$ cat src/rtl/pulse_stretch_pkg.sv
// Shared types and sizing helpers for the pulse stretcher.
package pulse_stretch_pkg;

   typedef enum logic [1:0] {
      IDLE = 2'd0,
      HOLD = 2'd1,
      GAP  = 2'd2
   } state_t;

   // Width of the hold/gap tick counters; both must be able to hold their load value.
   function automatic int unsigned cnt_width(input int unsigned hold_ticks,
                                             input int unsigned gap_ticks);
      int unsigned max_ticks;
      max_ticks = (hold_ticks > gap_ticks) ? hold_ticks : gap_ticks;
      return $clog2(max_ticks + 1);
   endfunction

   // Width of the clk_in-per-tick divider counter (at least one bit).
   function automatic int unsigned div_width(input int unsigned tick_div);
      return (tick_div > 1) ? $clog2(tick_div) : 1;
   endfunction

endpackage

$ cat src/rtl/tick_gen.sv
// Timing tick generator: one tick every TICK_DIV cycles, realigned by restart_in.
module tick_gen
   import pulse_stretch_pkg::*;
#(
   parameter int unsigned TICK_DIV = 4
) (
   input  logic clk_in,
   input  logic reset_in,
   input  logic restart_in,
   output logic tick_out
);

   localparam int unsigned DW = div_width(TICK_DIV);
   localparam logic [DW-1:0] CNT_LAST = DW'(TICK_DIV - 1);
   localparam logic [DW-1:0] CNT_ONE = DW'(1);

   if (TICK_DIV < 1) begin : g_bad_div
      $error("TICK_DIV must be >= 1");
   end

   logic [DW-1:0] r_cnt;
   logic [DW-1:0] w_cnt_nxt;
   logic          w_at_last;

   assign w_at_last = (r_cnt == CNT_LAST);
   assign tick_out  = w_at_last && !restart_in;

   always_comb begin
      w_cnt_nxt = r_cnt + CNT_ONE;
      if (restart_in || w_at_last) begin
         w_cnt_nxt = '0;
      end
   end

   always_ff @(posedge clk_in) begin
      if (reset_in) begin
         r_cnt <= '0;
      end else begin
         r_cnt <= w_cnt_nxt;
      end
   end

endmodule

$ cat src/rtl/pulse_stretcher.sv
// Pulse stretcher: turns one-cycle requests into timed high levels followed by a
// guaranteed low gap, with one queued request and a drop flag on overflow.
module pulse_stretcher
   import pulse_stretch_pkg::*;
#(
   parameter int unsigned TICK_DIV   = 4,
   parameter int unsigned HOLD_TICKS = 3,
   parameter int unsigned GAP_TICKS  = 2,
   parameter bit          RETRIGGER  = 1'b0
) (
   input  logic clk_in,
   input  logic reset_in,
   input  logic pulse_in,
   output logic level_out,
   output logic busy_out,
   output logic drop_out
);

   localparam int unsigned CW = cnt_width(HOLD_TICKS, GAP_TICKS);
   localparam logic [CW-1:0] HOLD_LD = CW'(HOLD_TICKS);
   localparam logic [CW-1:0] GAP_LD  = CW'(GAP_TICKS);
   localparam logic [CW-1:0] CNT_ONE = CW'(1);

   if (HOLD_TICKS < 1) begin : g_bad_hold
      $error("HOLD_TICKS must be >= 1");
   end
   if (GAP_TICKS < 1) begin : g_bad_gap
      $error("GAP_TICKS must be >= 1");
   end

   state_t        r_state;
   state_t        w_state_nxt;
   logic [CW-1:0] r_hold_cnt;
   logic [CW-1:0] w_hold_nxt;
   logic [CW-1:0] r_gap_cnt;
   logic [CW-1:0] w_gap_nxt;
   logic          r_pending;
   logic          w_pend_nxt;
   logic          r_level;
   logic          r_busy;
   logic          r_drop;
   logic          w_level_nxt;
   logic          w_busy_nxt;
   logic          w_drop_nxt;
   logic          w_restart;
   logic          w_tick;

   // Only pulse-driven HOLD entries need an explicit restart; tick-driven transitions
   // happen on the divider's last count, so it wraps to zero on its own.
   assign w_restart = pulse_in && ((r_state == IDLE) || (RETRIGGER && (r_state == HOLD)));

   tick_gen #(
      .TICK_DIV(TICK_DIV)
   ) u_tick_gen (
      .clk_in    (clk_in),
      .reset_in  (reset_in),
      .restart_in(w_restart),
      .tick_out  (w_tick)
   );

   always_ff @(posedge clk_in) begin
      if (reset_in) begin
         r_state    <= IDLE;
         r_hold_cnt <= '0;
         r_gap_cnt  <= '0;
         r_pending  <= 1'b0;
         r_level    <= 1'b0;
         r_busy     <= 1'b0;
         r_drop     <= 1'b0;
      end else begin
         r_state    <= w_state_nxt;
         r_hold_cnt <= w_hold_nxt;
         r_gap_cnt  <= w_gap_nxt;
         r_pending  <= w_pend_nxt;
         r_level    <= w_level_nxt;
         r_busy     <= w_busy_nxt;
         r_drop     <= w_drop_nxt;
      end
   end

   always_comb begin
      w_state_nxt = r_state;
      w_hold_nxt  = r_hold_cnt;
      w_gap_nxt   = r_gap_cnt;
      w_pend_nxt  = r_pending;
      w_drop_nxt  = 1'b0;
      unique case (r_state)
         IDLE: begin
            if (pulse_in) begin
               w_state_nxt = HOLD;
               w_hold_nxt  = HOLD_LD;
            end
         end
         HOLD: begin
            if (RETRIGGER && pulse_in) begin
               w_hold_nxt = HOLD_LD;
            end else begin
               if (pulse_in) begin
                  if (r_pending) begin
                     w_drop_nxt = 1'b1;
                  end else begin
                     w_pend_nxt = 1'b1;
                  end
               end
               if (w_tick) begin
                  if (r_hold_cnt == CNT_ONE) begin
                     w_state_nxt = GAP;
                     w_hold_nxt  = '0;
                     w_gap_nxt   = GAP_LD;
                  end else begin
                     w_hold_nxt = r_hold_cnt - CNT_ONE;
                  end
               end
            end
         end
         GAP: begin
            if (w_tick && (r_gap_cnt == CNT_ONE)) begin
               w_gap_nxt = '0;
               if (r_pending) begin
                  // Queued request starts now; a same-cycle pulse takes the freed slot.
                  w_state_nxt = HOLD;
                  w_hold_nxt  = HOLD_LD;
                  w_pend_nxt  = pulse_in;
               end else if (pulse_in) begin
                  w_state_nxt = HOLD;
                  w_hold_nxt  = HOLD_LD;
               end else begin
                  w_state_nxt = IDLE;
               end
            end else begin
               if (w_tick) begin
                  w_gap_nxt = r_gap_cnt - CNT_ONE;
               end
               if (pulse_in) begin
                  if (r_pending) begin
                     w_drop_nxt = 1'b1;
                  end else begin
                     w_pend_nxt = 1'b1;
                  end
               end
            end
         end
         default: begin
            w_state_nxt = IDLE;
         end
      endcase
   end

   always_comb begin
      w_level_nxt = (w_state_nxt == HOLD);
      w_busy_nxt  = (w_state_nxt != IDLE);
   end

   assign level_out = r_level;
   assign busy_out  = r_busy;
   assign drop_out  = r_drop;

endmodule

$ cat config.mk
export PLATFORM = sky130hd
export DESIGN_NAME = pulse_stretcher
export DESIGN_NICKNAME = d
export VERILOG_FILES = /design/src/rtl/pulse_stretch_pkg.sv /design/src/rtl/tick_gen.sv /design/src/rtl/pulse_stretcher.sv
export SDC_FILE = /design/constraint.sdc
export NUM_CORES = 1
export LEC_CHECK = 0
export BUFFER_PORTS_ARGS = -buffer_cell sky130_fd_sc_hd__buf_2
export CELL_PAD_IN_SITES_DETAIL_PLACEMENT = 1
export CELL_PAD_IN_SITES_GLOBAL_PLACEMENT = 2
export CORE_MARGIN = 4
export CORE_UTILIZATION = 36
export DETAILED_ROUTE_END_ITERATION = 8
export GPL_TIMING_DRIVEN = 0
export PLACE_DENSITY_LB_ADDON = 0.15
export SLEW_MARGIN = 20
export SYNTH_ARGS = -nofsm -noshare
export SYNTH_HDL_FRONTEND = slang
export SYNTH_SLANG_ARGS = --single-unit
$ cat constraint.sdc
create_clock -name clk_in -period 6.1 [get_ports clk_in]
set_input_delay 0.305 -clock clk_in [delete_from_list [all_inputs] [get_ports clk_in]]
set_output_delay 0.305 -clock clk_in [all_outputs]
set_load 0.03 [all_outputs]
==> out/summary.txt <==
asr flop ratio synth - 0%
Min Hold Slack - 0.373 ns
Worst VDD drop - 0.000133 V
fraction of layout cells with a size suffix above 1 - 14.1%
GRT overflow - 0
Syn-to-layout area delta - 10.8%
number of cell rows - 15
vias per cell - 5.35
sequential share of the synthesized area - 35.0%
Synth Register Bits - 12
Hold Vio Cnt, Final - 0
count of H-tree levels built during CTS - 1
Tmin final - 2.08 ns
die width - 51.6 um
Buffers on Ports - 4
Layout Cells excl Fill - 110
Layout Nets - 97
Top FF cell, synth - dfxtp_1
crit path buf inv count - 1
Worst-Skew Late Latency - 0.28 ns
Ys Warns - 0
Post-Syn Nets - 88
Post-synth EDFFs - 0
post-CTS setup buffer count - 0
Static Leak - 0.306 nW
CP Capture Type - flop
die footprint - 0.00267 mm2
run status - finished, final reports clean
most common cell in the netlist - dfxtp_1
most area-hungry cell type in the Yosys netlist - dfxtp_1
routability cong. - 0.748
largest net degree at the start of global routing - 11
CTS max path bufs - 2
Resize count post-CTS - 0
DRC violations left - 0
arrival time at the worst endpoint - 2.28 ns
Overall Global Routing Usage - 13.6%
most instantiated cells after synthesis - dfxtp_1 (12), ha_1 (7), nor2_1 (7), a21oi_1 (6), inv_1 (6)
worst-margin pin slew - 0.491 ns
fin. max-slew vios - 0
Worst Hold Class - in2reg
Slew Limit Headroom - 67.0%
core area - 0.00176 mm2
number of global-route vias before repair - 578
global-route wire length before repair - 2680 um
max frequency - 482 MHz
top cells by area, synth - dfxtp_1 (35%), ha_1 (13%), a21oi_1 (4.4%), nor2_1 (3.8%), inv_1 (3.3%)
Synth top area share - 35.0%
Total Wirelength - 1530 um
CTS tree - built
Worst Skew - 0.00689 ns
ANT cells - 0
initial antenna violation count - 0
Initial DRT Pass Iterations - 3
Clock Tree Root - clkbuf_4
Layout fillers - 232
worst-path fanout max - 6
num ports - 6
PD cells - 232 mW/mm2
syn_area_per_cell - 8.79 um2
CTS buffer count - 3
Initial Util - 38.9%
Req. time, crit path - 6.30 ns
DR WL/cell - 13.9 um
CP Cell Sequence - inv_1 > ha_1 > and2_4 > o21a_1 > or4_4 > a221oi_2
Period Utilization, post-route - 34.0%
Final Setup Violations - 0
Crit-path slowest cell - or4_4
dpl hpwl - 1160 um
Chip Height - 51.6 um
crit path launch type - flop
ANT nets after route - 0
Setup TNS - 0 ns
Max stage delay on crit path - 0.53 ns
# Max-Cap Violations - 0
Clk pin slew, worst setup/hold paths - 0.08 ns
synth unique cells - 33
CTS Hold Bufs - 0
unrepaired setup endpoints after global routing - no
dpl cells - 107
CP top delay family - simple AND/OR/NAND/NOR gates
CP Class - reg2reg
Synth Instances - 78
mapped cell area - 686 um2
DRC violation total after the first TritonRoute iteration - 9
# clock sinks - 12
vias - 589
## path summary, 6_finish.rpt
path                                          start  slack (ns)  cells past startpoint             endpoint
worst max-delay path                     r_state[0]        4.02                      6        r_hold_cnt[1]
worst min-delay path                       pulse_in        0.37                      3  u_tick_gen.r_cnt[0]
worst max register to register           r_state[0]        4.02                      6        r_hold_cnt[1]
worst min register to register  u_tick_gen.r_cnt[0]        0.43                      1  u_tick_gen.r_cnt[0]
## per-layer routing
metal  vias up  routed length, um  part of all wire [%]  GRT usage [%]
li1        301                  -                     -              -
met1       277                768                    50           18.3
met2         6                688                    45           19.9
met3         5                 46                   3.0           3.44
met4         0                 29                   1.9           6.55
met5         -                  0                     0              0
## cell families after synthesis
| logic type | Yosys count | share of synthesized area (%) |
|---|---|---|
| compound gates | 23 | 23.5 |
| fa+ha+maj | 7 | 12.8 |
| buf+inv | 8 | 4.38 |
| simple gates | 28 | 24.3 |
| flops | 12 | 35.0 |
## cells in the final DEF (no fill, tap or decap), types with 2 or more instances in the layout
cell and n:
dfxtp_1 12, nor2_1 7, ha_1 7, inv_1 6
a21oi_1 6, o21ai_0 4, nand2_1 4, buf_2 4
clkbuf_4 3, nand2b_1 2, nor3b_1 2, a31oi_1 2
nand4b_1 2, o21a_1 2, nor4_1 2
## power breakdown
group | switching [mW] | internal [mW] | leakage (nW)
Sequential | 0.00473 | 0.0846 | 0.0987
Combinational | 0.0214 | 0.0161 | 0.193
Clock | 0.0265 | 0.0229 | 0.0138
## layout make-up
class	count	area [um2]	share of cell area, %
Multi-Input combinational cell	58	415	54.7
Sequential cell	12	240	31.6
Tap cell	25	31.3	4.12
Clock buffer	3	22.5	2.97
Inverter	6	22.5	2.97
Timing Repair Buffer	4	20.0	2.64
Buffer	2	7.51	0.988
## sequential cells by signal, indices dropped and copies added (netlist names)
register,flops
r_hold_cnt,2
r_gap_cnt,2
u_tick_gen.r_cnt,2
drop_out,1
busy_out,1
r_pending,1
r_state,2
level_out,1
## per-stage QoR
step,area (um2),total power [mW],util [%],setup slack [ns]
global route,759,0.190,43.0,3.92
finish,759,0.176,43.0,4.02
floorplan,686,0.120,-,4.17
detailed placement,737,0.129,41.8,4.03
CTS,759,0.179,43.0,4.02
global placement,737,0.128,41.8,4.02
## worst reg2reg max path, cell delays in order, from the launching register on
cell      delay [ns]
dfxtp_1         0.43
inv_1           0.09
ha_1            0.28
and2_4          0.20
o21a_1          0.21
or4_4           0.53
a221oi_2        0.26
No activity file was read; power rests on OpenSTA's default activity.
